--- config.mk ---
export PLATFORM = sky130hd
export DESIGN_NAME = step_sequencer
export DESIGN_NICKNAME = d
export VERILOG_FILES = /design/src/rtl/step_sequencer.sv
export SDC_FILE = /design/constraint.sdc
export NUM_CORES = 1
export LEC_CHECK = 0
export ABC_AREA = 1
export CAP_MARGIN = 0
export CORE_UTILIZATION = 50
export CTS_CLUSTER_DIAMETER = 40
export DETAILED_ROUTE_END_ITERATION = 7
export PLACE_DENSITY = 0.88
export RECOVER_POWER = 100
export SLEW_MARGIN = 15
export SYNTH_ARGS = -nofsm -noshare
export SYNTH_HDL_FRONTEND = slang
export SYNTH_SLANG_ARGS = --single-unit
--- constraint.sdc ---
create_clock -name clk -period 1.5 [get_ports clk]
set_input_delay 0.225 -clock clk [delete_from_list [all_inputs] [get_ports clk]]
set_output_delay 0.225 -clock clk [all_outputs]
set_load 0.02 [all_outputs]
--- src/rtl/step_sequencer.sv ---
// Purpose : holds the instruction register and 2-bit timestep counter for the controller,
//           advancing one timestep per debounced press of the step button.
// Latency : step rises DEBOUNCE_CYCLES+1 clk after the first stable pressed sample at btn_s
//           (btn_s itself lags btn_raw by 2 clk through the synchroniser).
// Backpres: none; the button is a free-running level, so a press that is too short is dropped.
//
// Ports:
//   clk, rst_n      system clock, asynchronous active-low reset
//   btn_raw         raw, unsynchronised step button
//   IRin, Clr       controller qualifiers, acted on only in the cycle step=1
//   Bus             shared data bus, loaded into INST on step when IRin=1
//   INST, T         instruction register and timestep, to controller
//   step            registered 1-cycle strobe at each timestep boundary
module step_sequencer #(
    parameter int DATA_W          = 10,
    parameter int DEBOUNCE_CYCLES = 50000,
    parameter int BTN_ACTIVE_LOW  = 1
) (
    input  logic              clk,
    input  logic              rst_n,
    input  logic              btn_raw,
    input  logic              IRin,
    input  logic              Clr,
    input  logic [DATA_W-1:0] Bus,
    output logic [DATA_W-1:0] INST,
    output logic [1:0]        T,
    output logic              step
);

    localparam int CNT_W = (DEBOUNCE_CYCLES > 1) ? $clog2(DEBOUNCE_CYCLES) : 1;
    localparam logic [CNT_W-1:0] CNT_MAX = CNT_W'(DEBOUNCE_CYCLES - 1);
    // Raw level of a released button; the synchroniser resets to it so that
    // reset release never looks like a press.
    localparam logic REL_RAW = (BTN_ACTIVE_LOW != 0);

    logic              sync1_q, sync1_d;
    logic              sync2_q, sync2_d;
    logic [CNT_W-1:0]  cnt_q, cnt_d;
    logic              btn_db_q, btn_db_d;          // debounced level, 1 = pressed
    logic              btn_db_dly_q, btn_db_dly_d;  // debounced level delayed one cycle
    logic              step_q, step_d;
    logic [1:0]        t_q, t_d;
    logic [DATA_W-1:0] inst_q, inst_d;
    logic              btn_s;

    // Normalised synchronised button: XOR with the released level gives 1 = pressed.
    assign btn_s = sync2_q ^ REL_RAW;

    always_comb begin
        sync1_d      = btn_raw;
        sync2_d      = sync1_q;
        btn_db_dly_d = btn_db_q;
        btn_db_d     = btn_db_q;
        cnt_d        = '0;
        if (btn_s != btn_db_q) begin
            // Only a run of DEBOUNCE_CYCLES differing samples flips the level;
            // any sample equal to btn_db_q falls into the default clear above.
            if (cnt_q == CNT_MAX) begin
                btn_db_d = btn_s;
                cnt_d    = '0;
            end else begin
                cnt_d    = cnt_q + CNT_W'(1);
            end
        end
    end

    always_comb begin
        step_d = btn_db_q & ~btn_db_dly_q;
        t_d    = t_q;
        inst_d = inst_q;
        if (step_q) begin
            // Clr wins over increment; 3 -> 0 wraps through the 2-bit add.
            t_d = Clr ? 2'd0 : t_q + 2'd1;
            if (IRin) begin
                inst_d = Bus;
            end
        end
    end

    always_ff @(posedge clk or negedge rst_n) begin
        if (!rst_n) begin
            sync1_q      <= REL_RAW;
            sync2_q      <= REL_RAW;
            cnt_q        <= '0;
            btn_db_q     <= 1'b0;
            btn_db_dly_q <= 1'b0;
            step_q       <= 1'b0;
            t_q          <= 2'd0;
            inst_q       <= '0;
        end else begin
            sync1_q      <= sync1_d;
            sync2_q      <= sync2_d;
            cnt_q        <= cnt_d;
            btn_db_q     <= btn_db_d;
            btn_db_dly_q <= btn_db_dly_d;
            step_q       <= step_d;
            t_q          <= t_d;
            inst_q       <= inst_d;
        end
    end

    assign INST = inst_q;
    assign T    = t_q;
    assign step = step_q;

endmodule

==> summary.txt, run 1 <==
Min path
  – Hold Path Sink: sync2_q$_DFF_PN1_
  – Hold Path Class: reg -> reg
  – Min-delay src: sync1_q$_DFF_PN1_
  – Hold depth: 0

Logic synthesis
  – Post-Synth XOR/XNOR Area: 3.355%
  – Synth top area share: 50.74%
  – Cells after Synth: 162
  – Net Count, Synth: 178
  – Yosys top cell by area: dfrtp_1
  – Largest family of logic cells by synthesized area: simple AND/OR/NAND/NOR gates
  – Syn Std Cell Area: 1529 um2
  – Yosys reg bits: 33
  – Post-Synth Adder-Cell Area: 0.8183%
  – Top cells by area, synth: dfrtp_1 (51%), mux2_2 (7.4%), nor2_1 (7.4%)
  – Synth Area in Compound Gates: 4.173%
  – Synth cell types: 26
  – Avg Inst Size Synth: 9.438 um2
  – Mux cell area share after synthesis: 7.365%
  – Post-Synth Simple-Gate Area: 25.70%
  – Syn. warnings: 0
  – Register area share after synthesis: 54.17%

STA
  – Fin crit share: 95.18%
  – Fmax achieved: 0.7005 GHz
  – Final setup vio count: 0
  – Slew HR: 48.44%
  – Max-slew violations: 0
  – Fin Clk Skew: 7.253 ps
  – Final min period: 1428 ps
  – Worst setup margin: 72.37 ps
  – Setup TNS: 0 ps
  – Worst Tran Pin Value: 773.4 ps
  – Final number of hold-violating endpoints: 0
  – RSZ-0062 raised after global routing: no

Route
  – Antenna Nets Post-Route: 0
  – Avg WL per Cell: 13.93 um
  – DR vias/cell: 5.470
  – Detailed Route WL: 3.205 mm
  – Via Count: 1258
  – DR pass1 iterations: 6
  – Initial DRC count: 38
  – Remaining DRCs: 2

Floorplanning
  – IO Pins: 28
  – Placeable Area: 2829 um2
  – FP Rows: 19
  – Die width: 57.30 um
  – Die area: 3283 um2
  – Die Ht: 57.30 um
  – Starting density of the core: 54.05%

Power and ir drop
  – Total power: 1.466 mW
  – Pwr per Cell Area: 781.6 nW/um2
  – Leakage: 0.9856 nW
  – Worst VDD drop: 0.0007422 V

Run
  – Reported max-cap violation count: 0

CTS
  – TritonCTS clock tree: done
  – H-tree Lvls: 2
  – Hold_buf cts: 0
  – CTS Buffer Depth: 2
  – Clock root buffer: clkbuf_4
  – CTS Sinks: 33
  – CTS buffer count: 5
  – Post-CTS Repair Setup Buffers: 0
  – CTS clk-pin slew, worst paths: 100 ps
  – Clk Latency, worst-skew pair: 340 ps

Setup path
  – Startpoint types: flop
  – Crit. End Element: flop
  – Crit Path Max Fanout: 7
  – Crit path DAT: 1660 ps
  – Reg-to-reg slack, setup: 70 ps
  – FF-to-FF path depth: 6
  – CP required: 1730 ps
  – WP buf/inv: 0
  – Critical path's top delay family: simple AND/OR/NAND/NOR gates
  – Critical Path Max Stage Delay: 410 ps
  – RR Endpoint: cnt_q[9]$_DFF_PN0_
  – Critical R2R Launch: cnt_q[0]$_DFF_PN0_
  – Worst-path cell chain: ha_1 > nand3_2 > nor3_2 > nand2_2 > nand3_1 > nor2_1
  – Critical setup path kind: reg -> reg
  – Crit path max-delay cell type: dfrtp_1

Layout
  – Post-layout nets: 214
  – Proportion of layout cells with a drive suffix above 1: 15.08%
  – Area Overhead vs Synth: 22.67%
  – Most frequent cells in the layout: dfrtp_1 (31), nand2_1 (31), nor2_1 (30)
  – Layout Cells excl Fill: 230
  – N_diodes: 0
  – Post-Route Utilization: 66.30%

Placement
  – Cells after DPL: 222
  – Detailed placement HPWL: 2.445 mm
  – Port Buf Inserts: 27
  – Setup Slack @ Placement: 46.42 ps
  – GP Congestion: 0.8399

Global routing
  – Initial antenna violation count: 0
  – Vias in the first global route: 1250
  – Global-route wire length before repair: 5.513 mm
  – Gr usage total: 23.09%
  – Largest net degree at the start of global routing: 34
  – Total gr overflow: 0

Status
  – Failing checks: DRC
  – Status: complete, but fails checks
## worst max path at each step
| stage | start | to | slack, ps | cells after the start |
|---|---|---|---|---|
| 2_1_floorplan | cnt_q[0]$_DFF_PN0_ | cnt_q[14]$_DFF_PN0_ | 270 | 6 |
| 3_3_place_gp | IRin | INST[1]$_DFFE_PN0P_ | 180 | 3 |
| 3_5_place_dp | cnt_q[0]$_DFF_PN0_ | cnt_q[14]$_DFF_PN0_ | 50 | 6 |
| 4_1_cts | cnt_q[0]$_DFF_PN0_ | cnt_q[15]$_DFF_PN0_ | 30 | 6 |
| 5_1_grt | cnt_q[0]$_DFF_PN0_ | cnt_q[9]$_DFF_PN0_ | 20 | 6 |
| 6_report | cnt_q[0]$_DFF_PN0_ | cnt_q[9]$_DFF_PN0_ | 70 | 6 |
## cell families after synthesis
group,Yosys count
and+or+nand+nor,84
adders and majority gates,1
xor gates and xnor gates,5
DFF,33
AOI/OAI and AO/OA,11
buffers and inverters,18
muxes,10
## report_power, final
group | switching [mW] | leakage (nW) | internal [mW]
Sequential | 0.00866 | 0.452 | 0.900
Clock | 0.298 | 0.0320 | 0.178
Combinational | 0.0375 | 0.502 | 0.0437
## registers in the layout, indices dropped and copies added, names as in the netlist
signal and flops:
INST 10, T 2, btn_db_dly_d 1, btn_db_dly_q 1, cnt_q 16, step 1
sync1_q 1, sync2_q 1
## synth_stat cells
| master | n |
|---|---|
| a21o_2 | 1 |
| a21oi_1 | 3 |
| a31oi_1 | 2 |
| dfrtp_1 | 31 |
| dfstp_2 | 2 |
| ha_1 | 1 |
| inv_1 | 18 |
| mux2_2 | 10 |
| nand2_1 | 29 |
| nand2_2 | 3 |
| nand2_4 | 1 |
| nand3_1 | 11 |
| nand3_2 | 1 |
| nand4_1 | 4 |
| nor2_1 | 30 |
| nor2_2 | 1 |
| nor2_4 | 1 |
| nor3_1 | 1 |
| nor3_4 | 1 |
| nor3b_2 | 1 |
| o21ai_0 | 3 |
| o21ai_1 | 1 |
| o21bai_1 | 1 |
| xnor2_1 | 1 |
| xnor2_2 | 1 |
| xor2_1 | 3 |
## repair_timing
action | 4_1_cts | 5_1_grt
pin swaps | 0 | 0
gates resized for setup | 13 | 2
endpoints found under the setup margin | 13 | 11
## per-layer routing
metal / vias up / routed length, um / GRT usage [%]
met5: - / 0 / 0
met3: 13 / 171 / 7.483
met1: 597 / 1224 / 26.14
met2: 53 / 1696 / 38.66
li1: 595 / - / -
met4: 0 / 112 / 12.89
## worst register-to-register path, cell delays in order, from the launching register on
cell and delay, ps:
dfrtp_1 410, ha_1 230, nand3_2 140, nor3_2 190, nand2_2 170, nand3_1 130
nor2_1 50
## through the flow
stage | cell area (um2) | hold slack (ps)
after detailed placement | 1866 | 350.0
after global routing | 1876 | 373.1
final | 1876 | 363.4
after global placement | 1866 | 346.2
after floorplan | 1529 | -70.59
after CTS | 1901 | 231.3
## cell type report
cell class | count | area (um2)
Tap cell | 31 | 38.79
Multi-Input combinational cell | 111 | 623.1
Sequential cell | 33 | 828.3
Timing Repair Buffer | 29 | 266.5
Clock inverter | 2 | 10.01
Inverter | 18 | 67.56
Fill cell | 230 | 953.4
Clock buffer | 6 | 41.29
Power figures use the tool's default switching activity.
==> run 2: changes to the inputs <==
Settings changed: ABC_AREA 1 to default.
==> run 2 against run 1 <==
Non-clock buffer count is 2 higher. The flow now finishes without violations. Largest power group unchanged. Largest cell class unchanged. Wire length is 13% lower. Flip-flop and latch count stayed put.
==> summary.txt, run 2 <==
Status
  – Status: finished, final reports clean

Logic synthesis
  – Commonest cells in the netlist: dfrtp_1 (31), nor2_1 (16), xnor2_1 (13), mux2_1 (8), nand3_1 (6)
  – Synth cell types: 28 (+7.7%)
  – Count leader, synth: dfrtp_1
  – Syn Std Cell Area: 1460 um2 (-4.5%)
  – Synth top area share: 53.13% (+2.4 points)
  – Dominant synthesized flop cell: dfrtp_1
  – Yosys top cell by area: dfrtp_1
  – Post-synth EDFFs: 0 (unchanged)
  – Async set or reset register ratio after synthesis: 100.0% (unchanged)
  – Post-Synth Simple-Gate Area: 21.85% (-3.8 points)
  – Yosys reg bits: 33 (unchanged)
  – Mux cell area share after synthesis: 8.483% (+1.1 points)
  – Avg Inst Size Synth: 12.59 um2 (+33%)
  – Top cells by area, synth: dfrtp_1 (53%), xnor2_1 (7.8%), mux2_1 (6.2%)
  – Register area share after synthesis: 56.73% (+2.6 points)
  – Synth Area in Compound Gates: 1.285% (-2.9 points)
  – Post-Synth XOR/XNOR Area: 8.997% (+5.6 points)
  – Syn. warnings: 0 (unchanged)
  – Post-Synth Adder-Cell Area: 0.8569% (+0.039 points)
  – Cells after Synth: 116 (-28%)
  – Net Count, Synth: 132 (-26%)
  – Largest family of logic cells by synthesized area: simple AND/OR/NAND/NOR gates

Global routing
  – Vias in the first global route: 997 (-20%)
  – Global-route wire length before repair: 4.395 mm (-20%)
  – GR peak layer: met2
  – Initial antenna violation count: 0 (unchanged)
  – Total gr overflow: 0 (unchanged)
  – M3 GR Usage: 8.837% (+1.4 points)
  – Gr usage total: 18.80% (-4.3 points)
  – Met1 Use GR: 21.77% (-4.4 points)
  – Largest net degree at the start of global routing: 34 (unchanged)
  – Grt met2 use: 29.76% (-8.9 points)

Power and ir drop
  – Leakage: 0.8978 nW (-8.9%)
  – Clock network fraction of total power: 35.7% (+3.3 points)
  – Worst VDD drop: 0.0007411 V (-0.14%)
  – Pwr per Cell Area: 807.8 nW/um2 (+3.4%)
  – Sw frac: 20.85% (-2.6 points)
  – Net Sw Power: 0.3195 mW (-7.1%)
  – Flop pwr share: 59.3% (-2.7 points)
  – Comb pwr share: 5.1% (-0.4 points)
  – Total power: 1.532 mW (+4.5%)
  – Pint: 1.213 mW (+8.1%)

STA
  – Final number of hold-violating endpoints: 0 (unchanged)
  – Fin Clk Skew: 10.73 ps (+3.475 ps)
  – Worst Tran Pin Value: 776.4 ps (+2.980 ps)
  – Final setup vio count: 0 (unchanged)
  – Hold Slack: 360.2 ps (-3.253 ps)
  – Slew HR: 48.24% (-0.20 points)
  – Fmax achieved: 0.6760 GHz (-3.5%)
  – Fin crit share: 98.62% (+3.4 points)
  – Max-slew violations: 0 (unchanged)
  – Final min period: 1479 ps (+51.61 ps)

Setup path
  – Crit. End Element: flop
  – Critical setup path kind: reg -> reg
  – Crit Path Max Fanout: 8 (+1)
  – Crit path DAT: 1700 ps (+40 ps)
  – CP required: 1720 ps (about the same)
  – Startpoint types: flop

CTS
  – CTS clk-pin slew, worst paths: 100 ps (about the same)
  – CTS buffer count: 5 (unchanged)
  – H-tree Lvls: 2 (unchanged)
  – TritonCTS clock tree: done
  – Clock root buffer: clkbuf_4
  – CTS Buffer Depth: 2 (unchanged)
  – Clk Latency, worst-skew pair: 330 ps (about the same)
  – Hold_buf cts: 0 (unchanged)
  – Post-CTS Repair Setup Buffers: 0 (unchanged)
  – CTS Sinks: 33 (unchanged)

Layout
  – N_diodes: 0 (unchanged)
  – Most common cell after layout, fill and taps aside: dfrtp_1
  – Final instance area: 1897 um2 (+1.1%)
  – Largest Register: cnt_q
  – Area Overhead vs Synth: 29.91%
  – Largest register FFs: 16 (unchanged)
  – Most frequent cells in the layout: dfrtp_1 (31), nor2_1 (14), xnor2_1 (13), dlygate4sd2_1 (13), clkdlybuf4s50_1 (12)
  – Post-layout nets: 170 (-21%)
  – Proportion of layout cells with a drive suffix above 1: 22.58% (+7.5 points)

Route
  – Remaining DRCs: 0 (-2)
  – Initial DRC count: 15 (-61%)
  – Avg WL per Cell: 14.97 um (+7.4%)
  – Antenna Nets Post-Route: 0 (unchanged)
  – Detailed Route WL: 2.784 mm (-13%)
  – DR vias/cell: 5.457 (-0.23%)
  – Via Count: 1015 (-19%)
  – DR pass1 iterations: 4 (-2)

Floorplanning
  – Die area: 3140 um2 (-4.3%)
  – Starting density of the core: 52.95% (-1.1 points)
  – FP Rows: 19 (unchanged)
  – Placeable Area: 2758 um2 (-2.5%)
  – Die Ht: 56.04 um (-2.2%)
  – IO Pins: 28 (unchanged)
  – Die width: 56.04 um (-2.2%)

Placement
  – Detailed placement HPWL: 1.787 mm (-27%)
  – GP Congestion: 0.7803 (-7.1%)
  – Port Buf Inserts: 27 (unchanged)
  – DP Area: 1788 um2 (-4.2%)

Run
  – Reported max-cap violation count: 0 (unchanged)

Min path
  – Hold Path Class: reg -> reg
==> run 2: cell types whose count changed in the layout (fill, tap and decap cells not counted), moves of 3 or more <==
| cell | before | now |
|---|---|---|
| a21oi_1 | 3 | 0 |
| inv_1 | 18 | 4 |
| mux2_1 | 0 | 8 |
| mux2_2 | 10 | 3 |
| nand2_1 | 31 | 4 |
| nand3_1 | 11 | 5 |
| nor2_1 | 30 | 14 |
| nor3_1 | 0 | 4 |
| nor4_2 | 0 | 3 |
| o21ai_0 | 3 | 0 |
| xnor2_1 | 1 | 13 |
==> run 2: worst paths after layout <==
path                                          start             endpoint  slack [ps]  depth (start not counted)
worst max register to register  cnt_q[11]$_DFF_PN0_   cnt_q[7]$_DFF_PN0_          20                          4
worst min-delay path              sync1_q$_DFF_PN1_    sync2_q$_DFF_PN1_         360                          0
min in group asynchronous                     rst_n  INST[7]$_DFFE_PN0P_         500                          2
max in group asynchronous                     rst_n   cnt_q[1]$_DFF_PN0_         500                          2
worst max-delay path            cnt_q[11]$_DFF_PN0_   cnt_q[7]$_DFF_PN0_          20                          4
worst min register to register    sync1_q$_DFF_PN1_    sync2_q$_DFF_PN1_         360                          0
==> run 2: cells by family (layout without fill, tap and decap cells) <==
family / Yosys count / after routing
buffers and inverters: 5 / 43
AOI/OAI and AO/OA: 3 / 3
muxes: 11 / 11
DFF: 33 / 33
adders and majority gates: 1 / 1
and+or+nand+nor: 48 / 49
xor gates and xnor gates: 15 / 15
==> run 2: area by class of cell <==
cell class                      instances  area [um2]
Clock buffer                            7       65.06
Multi-Input combinational cell         79       663.1
Clock inverter                          1       5.005
Inverter                                4       15.01
Sequential cell                        33       828.3
Fill cell                             212       860.8
Tap cell                               31       38.79
Timing Repair Buffer                   31       281.5
==> run 2: metal layers <==
metal | wire length, um | vias to the layer above | share of wire (%)
met1 | 1078 | 491 | 39
li1 | - | 478 | -
met3 | 218 | 7 | 7.8
met2 | 1424 | 39 | 51
met4 | 63 | 0 | 2.3
met5 | 0 | - | 0
==> run 2: power groups by stage <==
stage               clock network (mW)  registers (mW)  logic [mW]
detailed placement                   0           0.925      0.0766
global route                     0.614           0.911      0.0891
CTS                              0.579           0.908      0.0777
finish                           0.546           0.908      0.0776
floorplan                            0           0.924      0.0206
global placement                     0           0.924      0.0759
==> run 2: repair_timing <==
item,in CTS,in global routing
resized for setup,13,10
gates cloned,0,1
setup endpoints to repair,13,15
pin swaps,0,3
==> run 2: stage by stage <==
| step | setup TNS [ps] | setup slack [ps] | util (%) | instances |
|---|---|---|---|---|
| CTS | 0 | 31.51 | 66.79 | 185 |
| global route | -271.4 | -44.43 | 68.78 | 186 |
| global placement | 0 | 65.92 | 64.84 | 177 |
| detailed placement | 0 | 25.36 | 64.84 | 177 |
| floorplan | 0 | 161.1 | - | 116 |
| finish | 0 | 20.76 | 68.78 | 186 |
==> run 2: critical path, stage by stage, from the launching register on <==
cell      delay, ps
dfrtp_1         420
nor4bb_2        470
nand4_4         220
nand2_4         190
nor2_1           70
